## config.mk

```make
export PLATFORM = sky130hd
export DESIGN_NAME = uart_rx_byte
export DESIGN_NICKNAME = d
export VERILOG_FILES = /design/src/rtl/uart_rx_byte.sv
export SDC_FILE = /design/constraint.sdc
export NUM_CORES = 1
export LEC_CHECK = 0
export CAP_MARGIN = 10
export CORE_MARGIN = 3
export CORE_UTILIZATION = 45
export CTS_CLUSTER_SIZE = 28
export DETAILED_ROUTE_END_ITERATION = 16
export DONT_BUFFER_PORTS = 1
export HOLD_SLACK_MARGIN = 0.15
export PLACE_DENSITY = 0.74
export SLEW_MARGIN = 25
export SYNTH_ARGS = -nofsm -noshare
export SYNTH_HDL_FRONTEND = slang
export SYNTH_SLANG_ARGS = --single-unit
```

## constraint.sdc

```tcl
create_clock -name clk -period 1.7 [get_ports clk]
set_input_delay 0.51 -clock clk [delete_from_list [all_inputs] [get_ports clk]]
set_output_delay 0.51 -clock clk [all_outputs]
set_load 0.02 [all_outputs]
```

## src/rtl/uart_rx_byte.sv

```systemverilog
// 8N1 UART receiver: 2-flop synchroniser, mid-bit sampling, byte held on ascii_out
// between frames, with one-cycle valid / framing-error strobes.
module uart_rx_byte #(
  parameter int CLK_FREQ = 50000000,
  parameter int BAUD     = 115200
) (
  input  logic       clk,
  input  logic       reset_n,
  input  logic       rx,
  output logic [7:0] ascii_out,
  output logic       ascii_valid,
  output logic       frame_err,
  output logic       busy,
  output logic [2:0] state_dbg
);

  localparam int CLKS_PER_BIT = CLK_FREQ / BAUD;
  localparam int HALF_BIT     = CLKS_PER_BIT / 2;
  localparam int CW           = $clog2(CLKS_PER_BIT + 1);

  localparam logic [CW-1:0] BIT_LAST  = CW'(CLKS_PER_BIT - 1);
  localparam logic [CW-1:0] HALF_LAST = CW'(HALF_BIT - 1);

  typedef enum logic [2:0] {
    IDLE  = 3'd0,
    START = 3'd1,
    DATA  = 3'd2,
    STOP  = 3'd3,
    BREAK = 3'd4
  } state_t;

  state_t        state, state_next;
  logic          rx_meta, rx_s;
  logic [CW-1:0] cnt, cnt_next;
  logic [2:0]    bit_idx, bit_idx_next;
  logic [7:0]    shift_reg, shift_next;
  logic [7:0]    out_next;
  logic          valid_next, err_next;

  // Synchroniser resets to the idle line level so reset release never looks like a start bit.
  always_ff @(posedge clk or negedge reset_n) begin
    if (!reset_n) begin
      rx_meta <= 1'b1;
      rx_s    <= 1'b1;
    end else begin
      rx_meta <= rx;
      rx_s    <= rx_meta;
    end
  end

  always_ff @(posedge clk or negedge reset_n) begin
    if (!reset_n) begin
      state       <= IDLE;
      cnt         <= '0;
      bit_idx     <= 3'd0;
      shift_reg   <= 8'h00;
      ascii_out   <= 8'h00;
      ascii_valid <= 1'b0;
      frame_err   <= 1'b0;
    end else begin
      state       <= state_next;
      cnt         <= cnt_next;
      bit_idx     <= bit_idx_next;
      shift_reg   <= shift_next;
      ascii_out   <= out_next;
      ascii_valid <= valid_next;
      frame_err   <= err_next;
    end
  end

  always_comb begin
    state_next   = state;
    cnt_next     = cnt;
    bit_idx_next = bit_idx;
    shift_next   = shift_reg;
    out_next     = ascii_out;
    valid_next   = 1'b0;
    err_next     = 1'b0;
    case (state)
      IDLE: begin
        cnt_next = '0;
        if (!rx_s) state_next = START;
      end
      START: begin
        if (cnt == HALF_LAST) begin
          cnt_next = '0;
          // Still low at mid start bit: a real frame; otherwise a glitch.
          if (!rx_s) begin
            state_next   = DATA;
            bit_idx_next = 3'd0;
          end else begin
            state_next = IDLE;
          end
        end else begin
          cnt_next = cnt + 1'b1;
        end
      end
      DATA: begin
        if (cnt == BIT_LAST) begin
          cnt_next            = '0;
          shift_next[bit_idx] = rx_s;
          if (bit_idx == 3'd7) state_next = STOP;
          else bit_idx_next = bit_idx + 3'd1;
        end else begin
          cnt_next = cnt + 1'b1;
        end
      end
      STOP: begin
        if (cnt == BIT_LAST) begin
          cnt_next = '0;
          if (rx_s) begin
            out_next   = shift_reg;
            valid_next = 1'b1;
            state_next = IDLE;
          end else begin
            err_next   = 1'b1;
            state_next = BREAK;
          end
        end else begin
          cnt_next = cnt + 1'b1;
        end
      end
      BREAK: begin
        // Need a full bit time of continuous idle before hunting for a new start bit.
        if (!rx_s) begin
          cnt_next = '0;
        end else if (cnt == BIT_LAST) begin
          cnt_next   = '0;
          state_next = IDLE;
        end else begin
          cnt_next = cnt + 1'b1;
        end
      end
      default: begin
        state_next = IDLE;
        cnt_next   = '0;
      end
    endcase
  end

  assign busy      = (state != IDLE);
  assign state_dbg = state;

endmodule

```

==> impl_metrics.py, run 1 <==
metrics = {
    "run_status": {
        "status": "finished with violations",
        "violations": "negative setup slack",
    },
    "flow_run": {
        "maxCapViolCount": 0,
    },
    "critical_path": {
        "crit_required_ns": 1.87,
        "rr_worst_depth": 5,
        "crit_chain": "or4b_4 > o211ai_2 > o21a_2 > clkbuf_16 > nor2_1",
        "worstSetupPathType": "reg -> reg",
        "critPathMaxStageDelay_ns": 0.52,
        "reg2reg_setup_slack_ns": -0.04,
        "endpoint_kind": "register",
        "cp-start-kind": "register",
        "r2r-end": "cnt[6]",
        "rr_startpoint": "cnt[8]",
        "worst-path-max-fanout": 4,
        "critical_path_arrival_ns": 1.92,
        "slowest_stage": "or4b_4",
    },
    "finish": {
        "fin_area_um2": 2200,
        "area_growth_pct": 29.6,
        "diodes": 0,
        "layout.nets": 186,
        "largest_reg_flops": 9,
        "drive_gt1_frac": 0.441,
    },
    "route": {
        "ant_nets": 0,
        "drc": 0,
        "drt-vias-per-instance": 5.61,
        "drtPass1Iterations": 4,
        "wire_per_inst_um": 15.9,
        "routed_wl_um": 3570,
        "via_count": 1262,
        "drt_iter0_drc": 70,
    },
    "power_and_ir_drop": {
        "clockPowerShare": 0.429,
        "p_comb_frac": 0.018,
        "power_switching_mw": 0.308,
        "p_int_mw": 1.22,
        "total_power_mw": 1.52,
        "leakagePower_nw": 1.02,
        "power.density_nw_per_um2": 692,
        "p_seq_frac": 0.553,
        "ir_worst_vdd_uv": 538,
        "p_sw_frac": 0.202,
    },
    "yosys": {
        "avgSynthCellArea_um2": 11.6,
        "synth_edf_count": 0,
        "yosysWarnings": 0,
        "syn_area_um2": 1700,
        "synth_top_area_frac": 0.486,
        "ys.flop_type": "dfrtp_1",
        "synth_cells": 146,
        "synth_most_common_cell": "dfrtp_1",
        "synth_common_cells": "33 x dfrtp_1, 19 x nor2_1, 16 x mux2_2",
        "synth_top_cell_by_area": "dfrtp_1",
        "yosys-top-cells-area": "dfrtp_1 49%, mux2_2 11%, nor2_1 4.2%, ha_1 3.7%, dfstp_2 3.1%",
        "synth-async-reset-ratio": 1.00,
        "syn_nets": 154,
        "synth.distinct_cells": 41,
        "ys_seq_area_frac": 0.517,
        "ys_ff_latch": 35,
    },
    "grt": {
        "antenna_found_initial": 0,
        "grt_pass1_vias": 1265,
        "grt_pass1_wl_um": 5870,
        "grt_start_max_net_pins": 36,
        "grt_use_total": 0.175,
        "grt_overflow": 0,
    },
    "timing": {
        "setup_viol": 12,
        "relSlewSlack": 0.816,
        "skew_ns": 0.00655,
        "setup_ws_ns": -0.0436,
        "worstMarginPinSlew_ns": 0.273,
        "period_share": 1.03,
        "hold_viol": 0,
        "max_freq_mhz": 574,
        "layout_min_cycle_time_ns": 1.74,
        "slew_violations": 0,
        "rsz0062_at_grt": "yes",
    },
    "worst_hold_path": {
        "hold_path_end": "rx_meta",
        "holdCritPathClass": "in -> reg",
        "hold_path_depth": 0,
        "hold_start": "rx",
    },
    "clock_tree": {
        "clockBufferDepth": 2,
        "htreeDepth": 2,
        "cts_tree": "built",
        "clk_root_buffer_cell": "clkbuf_8",
        "clkTransAtPathRegs_ns": 0.07,
        "cts_buffers": 5,
        "worstSkewPairLatency_ns": 0.28,
        "clkSinkCount": 35,
    },
    "placement": {
        "dpl.hpwl_um": 2380,
        "portBuffers": 0,
        "gp_congestion": 0.858,
        "post_dp_cell_area_um2": 1890,
    },
    "floorplan": {
        "die_h_um": 67.4,
        "start_util": 0.486,
        "fp.dieArea_um2": 4550,
        "rows": 21,
        "ios": 17,
        "fp.coreArea_um2": 3490,
        "die_w_um": 67.4,
    },
}
==> power groups by stage <==
stage	Clock, mW	Combinational (mW)	Sequential (mW)
finish	0.654	0.0271	0.842
global route	0.713	0.0313	0.842
CTS	0.673	0.0283	0.842
detailed placement	0	0.00434	0.858
global placement	0	0.00396	0.858
floorplan	0	0.00605	0.854
==> worst max path at each step <==
stage          cells past startpoint      endpoint  slack [ns]         start
5_1_grt                            9        cnt[6]        -0.1        cnt[1]
2_1_floorplan                      2          busy        0.01  state_dbg[0]
3_5_place_dp                       7  ascii_out[1]       -0.09        cnt[1]
6_report                           5        cnt[6]       -0.04        cnt[8]
3_3_place_gp                       7  ascii_out[4]       -0.05        cnt[1]
4_1_cts                            7  ascii_out[0]       -0.07        cnt[1]
==> worst max-delay path, delay by kind of cell, from the launching register on <==
| kind | cells | cell delay (ns) |
|---|---|---|
| AND/OR/NAND/NOR | 2 | 0.56 |
| AO/OA/AOI/OAI | 2 | 0.52 |
| flip-flops | 1 | 0.40 |
| buffers and inverters | 1 | 0.15 |
==> cell type report <==
type / count / area, um^2
Clock buffer: 8 / 100
Fill cell: 260 / 1290
Inverter: 4 / 15.0
Multi-Input combinational cell: 100 / 860
Sequential cell: 35 / 880
Tap cell: 46 / 57.6
Timing Repair Buffer: 32 / 289
==> per-stage QoR <==
| step | hold WS [ns] | cells | setup slack [ns] | TNS, ns | util |
|---|---|---|---|---|---|
| final | 0.223 | 225 | -0.0436 | -0.236 | 0.630 |
| after global routing | 0.203 | 225 | -0.0995 | -1.85 | 0.630 |
| after global placement | 0.216 | 206 | -0.0490 | -0.373 | 0.540 |
| after detailed placement | 0.215 | 206 | -0.0898 | -0.703 | 0.540 |
| after floorplan | 0.214 | 146 | 0.0117 | 0 | - |
| after CTS | 0.212 | 220 | -0.0705 | -0.553 | 0.601 |
==> timing repair <==
action / 4_1_cts / 5_1_grt
setup buffers: 4 / 4
pin swaps: 3 / 4
hold endpoints to repair: 35 / 0
gates resized for setup: 14 / 11
endpoints found under the setup margin: 17 / 29
hold buffers: 2 / 0
gates cloned: 0 / 1
==> cell families (layout without fill, tap and decap cells) <==
family          after synthesis  count (layout)  synth area share
buf+inv                      11              44            0.0332
compound gates               11              11            0.0523
simple gates                 60              60             0.209
fa+ha+maj                     5               5            0.0368
xor+xnor                      7               7            0.0361
flops                        35              35             0.517
mux                          17              17             0.115
==> cell usage in the layout, fill, tap and decap left out, types with 2 or more instances in the layout <==
cell / n
buf_4: 27
mux2_2: 8
nand4b_1: 2
and4b_1: 2
nand4_1: 5
nand2_1: 2
ha_1: 3
inv_1: 2
dfstp_2: 2
a22o_2: 2
buf_12: 2
clkbuf_8: 7
nand3_1: 7
inv_2: 2
and4_1: 3
nor2_1: 19
dfrtp_1: 32
ha_4: 2
nor3_1: 3
nor4_2: 3
xnor2_1: 6
nand2b_1: 3
mux2_4: 9
==> per-layer routing <==
metal	track usage	wire [um]	share of wire
met3	0.0433	140	0.039
met4	0.0962	71	0.020
met1	0.219	1590	0.45
met2	0.275	1760	0.49
met5	0	0	0
No activity file was read; power rests on OpenSTA's default activity.
==> run 2: changes to the inputs <==
Settings changed: CTS_CLUSTER_DIAMETER set to 30.
==> results of run 2 <==
Same layout as run 1: the final DEF is identical, and so are final timing and power.
==> run 3: changes to the inputs <==
Settings changed: CORE_UTILIZATION 45 to 55, CTS_CLUSTER_DIAMETER 30 to 50, PLACE_DENSITY 0.74 to 0.85.
==> run 3 against run 2 <==
  * The flow still finishes with violations (negative setup slack)
  * Critical path type is now reg -> out
  * Register-to-register slack better by 0.05 ns
  * Maximum frequency is 2.1% higher
  * Final cell count fell by 8.9%
  * Combinational power grew 7%
  * Utilization rose by 9.3 points
  * Critical path depth fell by 4
  * Flip-flop and latch count did not move
  * Sequential share of layout area is 2.7 points higher
  * Clock skew up 0.017 ns
  * Die area down 17%
  * Design area decreased by 6.3%
==> impl_metrics.py, run 3 (synthesis results as in run 1) <==
metrics = {
    "route": {
        "drtPass1Iterations": 4,
        "drt-vias-per-instance": 6.16,
        "ant_nets": 0,
        "routed_wl_um": 3670,
        "via_count": 1262,
        "drc": 0,
        "wire_per_inst_um": 17.9,
        "drt_iter0_drc": 116,
    },
    "clock_tree": {
        "worstSkewPairLatency_ns": 0.36,
        "clk_root_buffer_cell": "clkbuf_4",
        "cts_tree": "built",
        "htreeDepth": 2,
        "clkTransAtPathRegs_ns": 0.13,
        "cts_buffers": 5,
        "clkSinkCount": 35,
        "clockBufferDepth": 2,
    },
    "finish": {
        "largest_reg_flops": 9,
        "final_cell_mix": "32 x dfrtp_1, 23 x buf_4, 19 x nor2_1",
        "layout.nets": 181,
        "fin_area_um2": 2060,
        "drive_gt1_frac": 0.402,
        "area_growth_pct": 21.5,
        "layout_commonest_cell": "dfrtp_1",
        "diodes": 0,
        "final_cells": 205,
    },
    "timing": {
        "layout_min_cycle_time_ns": 1.71,
        "final.setup.tns_ns": -0.00775,
        "worstMarginPinSlew_ns": 0.293,
        "setup_viol": 1,
        "period_share": 1.00,
        "setup_ws_ns": -0.00775,
        "skew_ns": 0.0236,
        "max_freq_mhz": 586,
        "relSlewSlack": 0.803,
        "hold_viol": 0,
        "slew_violations": 0,
        "rsz0062_at_grt": "yes",
    },
    "critical_path": {
        "cp.depth": 1,
        "crit_chain": "or3_4",
        "worstSetupPathType": "reg -> out",
        "cp.buffers_inverters": 0,
        "endpoint_kind": "primary output",
        "critPathMaxStageDelay_ns": 0.42,
        "rr_worst_depth": 6,
        "worst-path-max-fanout": 2,
        "cp-start-kind": "register",
        "crit_required_ns": 1.19,
        "critical_path_arrival_ns": 1.20,
        "crit_family": "flip-flops",
        "slowest_stage": "dfrtp_1",
    },
    "grt": {
        "grt_pass1_wl_um": 5660,
        "grt_pass1_vias": 1245,
        "grt_start_max_net_pins": 36,
        "grt_use_total": 0.211,
        "antenna_found_initial": 0,
        "grt_overflow": 0,
    },
    "power_and_ir_drop": {
        "clockPowerShare": 0.341,
        "power_switching_mw": 0.316,
        "leakagePower_nw": 0.949,
        "p_sw_frac": 0.239,
        "p_comb_frac": 0.022,
        "power.density_nw_per_um2": 641,
        "ir_worst_vdd_uv": 548,
        "p_int_mw": 1.01,
        "p_seq_frac": 0.637,
    },
    "placement": {
        "dpl.hpwl_um": 2470,
        "portBuffers": 0,
        "gp_congestion": 0.904,
        "post_dp_cell_area_um2": 1860,
        "pre_cts_slack_ns": -0.0670,
        "placed_cells": 192,
    },
    "floorplan": {
        "die_h_um": 61.6,
        "ios": 17,
        "start_util": 0.595,
        "rows": 19,
        "die_w_um": 61.6,
        "fp.dieArea_um2": 3790,
        "fp.coreArea_um2": 2850,
    },
    "worst_hold_path": {
        "holdCritPathClass": "reg -> reg",
        "hold_path_depth": 0,
    },
    "run_status": {
        "status": "finished with violations",
        "violations": "negative setup slack",
    },
    "flow_run": {
        "maxCapViolCount": 0,
    },
}
[run 3: layout make-up]
type,instances,area (um^2)
Clock buffer,6,41.3
Inverter,4,15.0
Clock inverter,2,12.5
Sequential cell,35,880
Tap cell,31,38.8
Multi-Input combinational cell,100,852
Timing Repair Buffer,27,224
Fill cell,189,790
[run 3: final timing paths]
path,endpoint,start,slack (ns)
max,busy,state_dbg[0],-0.008
min in group asynchronous,ascii_valid,reset_n,0.58
min reg2reg,rx_s,rx_meta,0.37
max reg2reg,shift_reg[3],cnt[1],0.01
max in group asynchronous,rx_s,reset_n,0.84
min,rx_s,rx_meta,0.37
[run 3: per-stage QoR]
stage | total power [mW] | hold WS [ns] | utilization
finish | 1.32 | 0.369 | 0.723
global route | 1.37 | 0.369 | 0.723
CTS | 1.32 | 0.370 | 0.704
detailed placement | 0.863 | 0.216 | 0.653
global placement | 0.862 | 0.216 | 0.653
floorplan | 0.860 | 0.214 | -
[run 3: power groups by stage]
stage | Combinational (mW) | Sequential [mW] | Clock, mW
after detailed placement | 0.00467 | 0.858 | 0
after global placement | 0.00393 | 0.858 | 0
after CTS | 0.0302 | 0.842 | 0.452
final | 0.0290 | 0.842 | 0.451
after floorplan | 0.00605 | 0.854 | 0
after global routing | 0.0327 | 0.843 | 0.490
[run 3: timing repair]
item,4_1_cts,5_1_grt
pin swaps,1,1
setup buffers,2,0
endpoints found under the setup margin,20,23
resized for setup,8,12
endpoints found under the hold margin,36,0
hold buffers,3,0
[run 3: layer usage]
metal	up-vias	GRT usage	share of wire
met5	-	0	0
met1	635	0.243	0.41
met3	10	0.0839	0.057
met2	41	0.348	0.51
li1	576	-	-
met4	0	0.0879	0.020
